<file path="config.mk">
export PLATFORM = sky130hd
export DESIGN_NAME = booth_r8_seq_mult
export DESIGN_NICKNAME = d
export VERILOG_FILES = /design/src/rtl/booth_pkg.sv /design/src/rtl/booth_encoder.sv /design/src/rtl/booth_r8_seq_mult.sv
export SDC_FILE = /design/constraint.sdc
export NUM_CORES = 1
export LEC_CHECK = 0
export BUFFER_PORTS_ARGS = -buffer_cell sky130_fd_sc_hd__buf_4
export CAP_MARGIN = 20
export CORE_UTILIZATION = 58
export CTS_CLUSTER_SIZE = 16
export DETAILED_ROUTE_END_ITERATION = 10
export HOLD_SLACK_MARGIN = 0.06
export PLACE_DENSITY = 0.77
export REMOVE_ABC_BUFFERS = 1
export SLEW_MARGIN = 20
export SYNTH_ARGS = -nofsm -noshare
export SYNTH_HDL_FRONTEND = slang
export SYNTH_SLANG_ARGS = --single-unit
</file>
<file path="constraint.sdc">
create_clock -name clk -period 9.45 [get_ports clk]
set_input_delay 0.945 -clock clk [delete_from_list [all_inputs] [get_ports clk]]
set_output_delay 0.945 -clock clk [all_outputs]
set_load 0.005 [all_outputs]
</file>
<file path="src/rtl/booth_pkg.sv">
// ---------------------------------------------------------------------------
// booth_pkg
//
// Shared types for the radix-8 Booth multiplier slice.
//
//   t_enc_out    : output of the Booth digit encoder. code is the magnitude
//                  of the selected multiple (0..4 times the multiplicand)
//                  and sign asks the datapath to negate that multiple.
//   t_mult_state : control states of the sequential multiplier.
//   calcDigits   : number of radix-8 digits needed to cover an operand of
//                  the given width plus one extension bit, so that unsigned
//                  operands still see a non-negative top digit.
// ---------------------------------------------------------------------------
package booth_pkg;

  typedef struct packed {
    logic [2:0] code;
    logic       sign;
  } t_enc_out;

  typedef enum logic [1:0] {
    IDLE = 2'd0,
    PRE  = 2'd1,
    RUN  = 2'd2,
    DONE = 2'd3
  } t_mult_state;

  // ceil((width + 1) / 3) written without a real-valued ceiling so it can
  // be evaluated inside localparam expressions.
  function automatic int calcDigits(input int width);
    return (width + 3) / 3;
  endfunction

endpackage

</file>
<file path="src/rtl/booth_encoder.sv">
// ---------------------------------------------------------------------------
// booth_encoder
//
// Radix-8 Modified-Booth digit encoder. The 4-bit window holds three
// multiplier bits plus the bit just below them; its value is
//   -4*w[3] + 2*w[2] + w[1] + w[0]
// which lies in -4..+4. The encoder splits that into a magnitude and a sign.
//
// Ports:
//   i_window : 4-bit Booth window, bit 0 is the previous (lower) bit
//   o_enc    : magnitude code 0..4 and negate flag
// ---------------------------------------------------------------------------
module booth_encoder
  import booth_pkg::*;
(
  input  logic [3:0] i_window,
  output t_enc_out   o_enc
);

  // Pure lookup from window to signed digit. The all-ones window is a
  // digit of zero and is reported with sign 0 so the datapath never has
  // to negate a zero multiple. Window 1000 is the only -4X case.
  always_comb begin
    o_enc = '0;
    case (i_window)
      4'b0000, 4'b1111: o_enc = '{code: 3'd0, sign: 1'b0};
      4'b0001, 4'b0010: o_enc = '{code: 3'd1, sign: 1'b0};
      4'b0011, 4'b0100: o_enc = '{code: 3'd2, sign: 1'b0};
      4'b0101, 4'b0110: o_enc = '{code: 3'd3, sign: 1'b0};
      4'b0111:          o_enc = '{code: 3'd4, sign: 1'b0};
      4'b1000:          o_enc = '{code: 3'd4, sign: 1'b1};
      4'b1001, 4'b1010: o_enc = '{code: 3'd3, sign: 1'b1};
      4'b1011, 4'b1100: o_enc = '{code: 3'd2, sign: 1'b1};
      4'b1101, 4'b1110: o_enc = '{code: 3'd1, sign: 1'b1};
    endcase
  end

endmodule

</file>
<file path="src/rtl/booth_r8_seq_mult.sv">
// ---------------------------------------------------------------------------
// booth_r8_seq_mult
//
// Iterative radix-8 Modified-Booth multiplier, one Booth digit per clock.
// Operands are both signed or both unsigned, selected per transaction by
// in_signed. The product is exact and 2*WIDTH bits wide.
//
// Flow: IDLE accepts an operand pair, PRE forms the 3X hard multiple,
// RUN retires DIGITS Booth digits into the accumulator, DONE presents the
// product until the consumer takes it.
//
// Ports:
//   clk       : clock, rising edge
//   rst       : asynchronous active-high reset
//   in_valid  : operand pair valid
//   in_ready  : high only in IDLE, the block holds one operation at a time
//   in_signed : 1 = two's complement operands, 0 = unsigned operands
//   in_a      : multiplicand, WIDTH bits
//   in_b      : multiplier, WIDTH bits
//   out_valid : product valid, high only in DONE
//   out_ready : consumer accepts product
//   out_prod  : product, 2*WIDTH bits, holds the last result until reloaded
// ---------------------------------------------------------------------------
module booth_r8_seq_mult
  import booth_pkg::*;
#(
  parameter int WIDTH = 16
) (
  input  logic                 clk,
  input  logic                 rst,
  input  logic                 in_valid,
  output logic                 in_ready,
  input  logic                 in_signed,
  input  logic [WIDTH-1:0]     in_a,
  input  logic [WIDTH-1:0]     in_b,
  output logic                 out_valid,
  input  logic                 out_ready,
  output logic [2*WIDTH-1:0]   out_prod
);

  localparam int DIGITS = calcDigits(WIDTH);
  localparam int AW     = WIDTH + 1;
  localparam int TW     = WIDTH + 3;
  localparam int PW     = WIDTH + 4;
  localparam int BW     = 3 * DIGITS + 1;
  localparam int EB     = 3 * DIGITS - WIDTH;
  localparam int ACCW   = 2 * WIDTH + 4;
  localparam int CW     = (DIGITS > 1) ? $clog2(DIGITS) : 1;
  localparam int SW     = $clog2(ACCW);

  t_mult_state        r_state;
  t_mult_state        w_nextState;

  logic [AW-1:0]      r_a;
  logic [TW-1:0]      r_a3;
  logic [BW-1:0]      r_bExt;
  logic [ACCW-1:0]    r_acc;
  logic [CW-1:0]      r_digitCnt;
  logic [2*WIDTH-1:0] r_prod;

  logic               w_accept;
  logic               w_lastDigit;
  t_enc_out           w_enc;
  logic [PW-1:0]      w_ppSel;
  logic [PW-1:0]      w_ppInv;
  logic [ACCW-1:0]    w_ppExt;
  logic [SW-1:0]      w_shamt;
  logic [ACCW-1:0]    w_ppShift;
  logic [ACCW-1:0]    w_carry;
  logic [ACCW-1:0]    w_accNext;

  // The multiplier register shifts right by one digit per RUN cycle, so
  // the current Booth window is always its bottom four bits. The appended
  // zero LSB made at capture time serves as the "previous bit" of digit 0.
  booth_encoder u_enc (
    .i_window (r_bExt[3:0]),
    .o_enc    (w_enc)
  );

  assign w_lastDigit = (r_digitCnt == CW'(DIGITS - 1));
  assign out_prod    = r_prod;

  // State register. Reset drops straight back to IDLE from anywhere so an
  // interrupted operation never produces an output pulse.
  always_ff @(posedge clk or posedge rst) begin
    if (rst) begin
      r_state <= IDLE;
    end else begin
      r_state <= w_nextState;
    end
  end

  // Next-state and handshake outputs. in_ready is only offered in IDLE
  // because there is no operand buffering; out_valid is exactly "in DONE",
  // so leaving DONE on the output handshake drops it on the same edge.
  always_comb begin
    w_nextState = r_state;
    in_ready    = 1'b0;
    out_valid   = 1'b0;
    w_accept    = 1'b0;
    case (r_state)
      IDLE: begin
        in_ready = 1'b1;
        if (in_valid) begin
          w_accept    = 1'b1;
          w_nextState = PRE;
        end
      end
      PRE: begin
        w_nextState = RUN;
      end
      RUN: begin
        if (w_lastDigit) begin
          w_nextState = DONE;
        end
      end
      DONE: begin
        out_valid = 1'b1;
        if (out_ready) begin
          w_nextState = IDLE;
        end
      end
      default: begin
        w_nextState = IDLE;
      end
    endcase
  end

  // Partial-product selection. All multiples are brought to WIDTH+4 bits,
  // which is enough to hold +/-4X of a WIDTH+1 bit multiplicand including
  // the most negative signed value. 3X is the only multiple that is not a
  // plain shift, which is why it is precomputed in PRE.
  always_comb begin
    w_ppSel = '0;
    case (w_enc.code)
      3'd1:    w_ppSel = {{3{r_a[AW-1]}}, r_a};
      3'd2:    w_ppSel = {{2{r_a[AW-1]}}, r_a, 1'b0};
      3'd3:    w_ppSel = {r_a3[TW-1], r_a3};
      3'd4:    w_ppSel = {r_a[AW-1], r_a, 2'b00};
      default: w_ppSel = '0;
    endcase
  end

  // Negation is done as invert here plus a carry-in of one at the digit's
  // weight, so only a single adder is needed per digit. The sign-extended
  // inverted multiple and the carry are both shifted to weight 8^i.
  always_comb begin
    w_ppInv   = w_ppSel ^ {PW{w_enc.sign}};
    w_ppExt   = {{(ACCW - PW){w_ppInv[PW-1]}}, w_ppInv};
    w_shamt   = SW'(3 * r_digitCnt);
    w_ppShift = w_ppExt << w_shamt;
    w_carry   = {{(ACCW - 1){1'b0}}, w_enc.sign} << w_shamt;
    w_accNext = r_acc + w_ppShift + w_carry;
  end

  // Datapath registers. At accept the multiplicand is extended by one bit
  // and the multiplier out to a whole number of digits, both using the
  // captured signedness, so nothing later depends on in_signed, in_a or
  // in_b. The accumulator runs modulo 2^(2*WIDTH+4) and only its low
  // 2*WIDTH bits are kept, which is exact because the true product fits.
  always_ff @(posedge clk or posedge rst) begin
    if (rst) begin
      r_a        <= '0;
      r_a3       <= '0;
      r_bExt     <= '0;
      r_acc      <= '0;
      r_digitCnt <= '0;
      r_prod     <= '0;
    end else begin
      case (r_state)
        IDLE: begin
          if (w_accept) begin
            r_a        <= {in_signed & in_a[WIDTH-1], in_a};
            r_bExt     <= {{EB{in_signed & in_b[WIDTH-1]}}, in_b, 1'b0};
            r_acc      <= '0;
            r_digitCnt <= '0;
          end
        end
        PRE: begin
          r_a3 <= {{2{r_a[AW-1]}}, r_a} + {r_a[AW-1], r_a, 1'b0};
        end
        RUN: begin
          r_acc  <= w_accNext;
          r_bExt <= r_bExt >> 3;
          if (w_lastDigit) begin
            r_prod <= w_accNext[2*WIDTH-1:0];
          end else begin
            r_digitCnt <= r_digitCnt + 1'b1;
          end
        end
        default: begin
        end
      endcase
    end
  end

endmodule

</file>
==> metrics.txt, run 1 <==
routability congestion estimate from global placement just over 0.9; Vias 8430; Post-synth EDFFs 0; CP Launch Type flop; clock buffer depth 2; router iterations before antenna repair 7; ys flop type dfrtp_1; worst hold stages 2; flop2flop setup slack approximately 2500 ps; Starting DRT DRC Count around 580; Die Wd about 130 microns; pin count of the biggest net entering global routing 64; Worst Skew 7.81 ps; layout cells sized above 1 0.155; Crit Path Class flop to flop; ys async rst share 1.00; Post-Place Cells between 1000 and 1500; # rows 47; Critical Path Sink Type flop; CTS Buf Count 17; Clk pin slew, worst setup/hold paths 60 ps; initial antenna violation count 0; Post-Syn Area 9970 sq um; status finished, final reports clean; die height ~130 microns; CP max stage delay 590 ps; TNS Setup 0 ps; Inserted Diodes 0; postcts setup bufs 0; root buf cell clkbuf_16; Slew @ Worst Pin 870 ps; Setup-failing EPs final 0; f_max approximately 140 MHz; starting density of the core 0.597; Clock Latency Late Sink between 400 and 500 ps; post-detailed-route wirelength per cell 16.8 microns; Cells after Synth 1123; IO Count 71; all-layer global routing usage 0.279; Antenna Nets Post-Route 0; post-synthesis sequential area ratio 0.309; residual DRC count 0; hold path startpoint r_bExt[11]; minimum clock period around 7000 ps; Layout area overhead 12.7%; CTS tree yes; vias per inst 6.03; full die area 17700 sq um; Slew Limit Headroom 0.420; fin cells 1397; Yosys warnings 0; reg-to-reg endpoint r_acc[31]; Hold Vio Cnt, Final 0; fin nets approximately 1300; number of synthesized register bits 123; grt total ovfl 0; max-cap violations 0; CTS resizes 0; Slowest-stage cell, CP ha_1; crit-path max FO 17; syn_area_per_cell 8.88 sq um; Final Cycle Share 0.737; final max-slew violation count 0; min-delay worst type flop to flop; Placeable Area 16700 sq um; count of different cell masters after synthesis 74; # port buffers 70; clock sinks around 120; first-pass GRT wire length around 40000 microns; Worst Path Required 9750 ps; hpwl dp 16800 microns; WL final 23400 microns; worst reg2reg startpoint r_bExt[0]; hold buffers post-CTS 0; CTS H-tree lvls 4; RSZ-0062 raised after global routing false; Worst EP arrival 7260 ps; worst-case reg-to-reg path depth 26; vias in the first global route approximately 8000; hold endpoint r_bExt[11]; hold_ws 475 ps
metal layers:
metal	up-vias	GRT usage	routed length [microns]
met1	4037	0.378	10700
met4	0	0.109	495
met5	-	0	0
met2	242	0.449	11000
met3	42	0.0453	1290
li1	4109	-	-
kinds of logic after synthesis:
group / Yosys count / synth area share
AO/OA/AOI/OAI: 322 / 0.208
XOR/XNOR: 64 / 0.0576
adder cells (fa/ha/maj): 91 / 0.123
buffers and inverters: 119 / 0.0495
flip-flops: 123 / 0.309
multiplexers: 101 / 0.115
AND/OR/NAND/NOR: 303 / 0.139
flip-flops by register name, indices dropped and copies added, names as in the netlist:
| name | count |
|---|---|
| r_digitCnt | 3 |
| r_acc | 32 |
| r_a3 | 19 |
| r_bExt | 18 |
| r_state | 2 |
| r_a | 17 |
| out_prod | 32 |
critical path, delay by kind of cell, from the launching register on:
family,cells,cell delay [ps]
AND/OR/NAND/NOR,8,1120
multiplexers,1,540
XOR/XNOR,1,180
AO/OA/AOI/OAI,10,2410
flip-flops,1,380
adder cells (fa/ha/maj),3,1470
buffers and inverters,3,690
cells in the final DEF (no fill, tap or decap), types with 10 or more instances in the layout:
master	instances
nand2_1	133
dfrtp_1	123
o21ai_0	115
buf_4	82
ha_1	80
nor2_1	73
a21oi_1	56
inv_1	55
mux2i_1	55
xnor2_1	46
mux2_2	39
nand3_1	21
o211ai_1	18
clkbuf_16	17
a21o_1	16
xor2_1	16
nor3_1	15
o22ai_1	13
a32oi_1	11
fa_1	11
nor2b_1	10
o21bai_1	10
a211oi_1	10
nand2b_1	10
area by class of cell:
cell class | count | area (sq um)
Clock inverter | 13 | 174
Multi-Input combinational cell | 881 | 6420
Fill cell | 1383 | 5470
Sequential cell | 123 | 3080
Tap cell | 220 | 275
Timing Repair Buffer | 82 | 616
Inverter | 59 | 224
Clock buffer | 19 | 443
cell usage after synthesis (8+ instances only):
cell type  instances  area (sq um)
o21ai_0          116           581
nor3_1            15          75.1
a211oi_1          10          75.1
inv_1             56           210
fa_1              11           220
mux2_2            39           439
o21a_1             9          67.6
o211ai_1          18           135
buf_1             10          37.5
a32oi_1           11          96.3
ha_1              80          1000
mux2i_1           55           551
nand3_1           22           110
xor2_1            16           140
a21oi_1           56           280
dfrtp_1          123          3080
nor2b_1           10          62.6
xnor2_1           47           412
clkbuf_1          38           143
o22ai_1           13          81.3
nand4_1            8          50.1
nor2_1            73           274
a21o_1            16           120
nand2b_1          10          62.6
o21bai_1          10          75.1
nand2_1          134           503
metrics by stage:
stage	instance area (sq um)	setup slack [ps]	utilization
final	11200	2490	0.673
after global routing	11200	2060	0.673
after global placement	10600	2860	0.635
after floorplan	9700	3320	-
after detailed placement	10600	2680	0.635
after CTS	11200	2620	0.672
worst max path at each step:
stage | slack, ps | cells after the start | start | endpoint
2_1_floorplan | 3320 | 21 | r_digitCnt[0] | out_prod[28]
3_3_place_gp | 2860 | 26 | r_bExt[1] | r_acc[31]
3_5_place_dp | 2680 | 26 | r_bExt[0] | r_acc[31]
4_1_cts | 2620 | 26 | r_bExt[0] | r_acc[31]
5_1_grt | 2060 | 26 | r_bExt[0] | r_acc[31]
6_report | 2490 | 26 | r_bExt[0] | r_acc[31]
Power of run 1 is left out: the tool's default activity adds up to more than one toggle a clock period on the data nets, which glitch-free logic cannot reach.
==> inputs of run 2 (changes only) <==
--- a/config.mk
+++ b/config.mk
@@ -7,11 +7,11 @@
 export LEC_CHECK = 0
 export BUFFER_PORTS_ARGS = -buffer_cell sky130_fd_sc_hd__buf_4
 export CAP_MARGIN = 20
-export CORE_UTILIZATION = 58
+export CORE_UTILIZATION = 56
 export CTS_CLUSTER_SIZE = 16
 export DETAILED_ROUTE_END_ITERATION = 10
 export HOLD_SLACK_MARGIN = 0.06
-export PLACE_DENSITY = 0.77
+export PLACE_DENSITY = 0.78
 export REMOVE_ABC_BUFFERS = 1
 export SLEW_MARGIN = 20
 export SYNTH_ARGS = -nofsm -noshare
==> constraint.sdc (replaced) <==
create_clock -name clk -period 5.6 [get_ports clk]
set_input_delay 0.56 -clock clk [delete_from_list [all_inputs] [get_ports clk]]
set_output_delay 0.56 -clock clk [all_outputs]
set_load 0.005 [all_outputs]
==> run 2 against run 1 <==
The run now ends with setup timing left. Die area up 3.5%. Count of clock-buffer cells in the layout up 2. Global-route usage up 5.3 points. Worst setup slack worse by 3200 ps. First-iteration DRC count up 77%. Highest routed layer unchanged. Hold slack worse by 220 ps. Design area up 23%. Wire length up 39%. Via count up 20%. Non-clock buffer count up 186. Critical endpoint unchanged. Utilization up 12 points. Critical path depth up 4. Critical path type unchanged.
==> metrics.txt, run 2 (synthesized netlist as in run 1, its figures left out) <==
status finished with violations; failing checks setup timing; flop2flop setup slack -710 ps; Hold Vio Cnt, Final 0; WL final approximately 33000 microns; Top cell by count, worst path inv_2; routability congestion estimate from global placement 0.938; CP max stage delay 590 ps; Die Wd 135 microns; Clock Latency Late Sink 440 ps; vias in the first global route 9667; CP Launch Type flop; Critical Path Sink Type flop; fin cells roughly 1600; Clk pin slew, worst setup/hold paths 60 ps; Worst EP arrival 6620 ps; Worst Path Required 5910 ps; CTS tree yes; Layout area overhead 38.3%; setup ws final -715 ps; worst-case reg-to-reg path depth 30; f_max ~160 MHz; IO Count 71; die height 135 microns; fill count 1024; commonest non-fill, non-tap cell in the layout buf_4; Slew @ Worst Pin 1000 ps; vias per inst 6.35; first-pass GRT wire length between 40000 and 50000 microns; minimum clock period 6310 ps; Worst Skew approximately 10 ps; all-layer global routing usage 0.332; Crit Path Class flop to flop; router iterations before antenna repair 6; layout cells sized above 1 0.373; commonest cells after routing, fill and taps aside buf_4, nand2_1, dfrtp_1; worst reg2reg startpoint r_bExt[1]; initial antenna violation count 0; hold buffers post-CTS 0; # port buffers 70; post-detailed-route wirelength per cell 20.6 microns; Slew Limit Headroom 0.333; max-cap violations 0; min-delay worst type input pin to asynchronous set/reset pin; Setup-failing EPs final 37; root buf cell clkbuf_16; Final Cycle Share 1.13; Inserted Diodes 0; crit-path max FO 6; Starting DRT DRC Count 1022; fin nets 1478; clock sinks 123; Vias 10100; residual DRC count 0; reg-to-reg endpoint r_acc[31]; Slowest-stage cell, CP mux4_2; starting density of the core 0.574; pin count of the biggest net entering global routing 66; full die area about 18000 sq um; grt total ovfl 0; # rows 48; CTS H-tree lvls 4; CTS Buf Count 17; Post-Place Cells 1516; hpwl dp slightly below 20000 microns; Placeable Area 17400 sq um; Antenna Nets Post-Route 0; clock buffer depth 2; final max-slew violation count 0; RSZ-0062 raised after global routing true
==> run 2: cell count changes in the layout (fill, tap and decap cells not counted), moves of 16 or more <==
cell and delta:
ha_1 -17, mux2i_1 -21, o21ai_0 -42, a21oi_1 -21, buf_4 +168, o21ai_1 +25
a21oi_2 +16
==> run 2: final cells by class <==
type	count	area, sq um	share of cell area
Clock inverter	11	169	0.0123
Timing Repair Buffer	268	2120	0.154
Sequential cell	123	3080	0.223
Clock buffer	21	450	0.0327
Multi-Input combinational cell	881	7460	0.541
Tap cell	225	282	0.0204
Inverter	59	224	0.0162
==> run 2: per-stage QoR <==
step	setup TNS (ps)	hold slack, ps	setup slack, ps	cell area, sq um	util
finish	-12560	253	-715	13800	0.794
global route	-17950	319	-884	13800	0.794
CTS	-3190	291	-315	13000	0.748
detailed placement	-12410	471	-716	11700	0.676
global placement	-7570	461	-536	11700	0.676
floorplan	-5720	450	-526	9700	-
==> run 2: worst max-delay path, delay by kind of cell (launching register included) <==
kind | cells | cell delay, ps
buffers and inverters | 6 | 700
multiplexers | 3 | 980
flip-flops | 1 | 430
adder cells (fa/ha/maj) | 3 | 890
XOR/XNOR | 1 | 230
AO/OA/AOI/OAI | 10 | 2030
AND/OR/NAND/NOR | 7 | 910
==> run 2: worst max path at each step <==
stage / startpoint / to / slack, ps / cells past startpoint
2_1_floorplan: r_digitCnt[0] / out_prod[28] / -530 / 21
3_3_place_gp: r_bExt[1] / r_acc[31] / -540 / 27
3_5_place_dp: r_bExt[1] / r_acc[31] / -720 / 27
4_1_cts: r_bExt[1] / r_acc[31] / -310 / 28
5_1_grt: r_bExt[0] / r_acc[25] / -880 / 31
6_report: r_bExt[1] / r_acc[31] / -710 / 30
==> run 2: timing repair <==
item                                    CTS  global route
pin swaps                                64            69
endpoints found under the setup margin   38            42
setup buffers                            23            23
gates resized for setup                 117           134
==> run 2: metal layers <==
layer  wire, microns  global-route usage
met1           12900               0.410
met2           15900               0.558
met4            1440               0.138
met5               0                   0
met3            2390              0.0733
Power of run 2 is left out for the same reason.
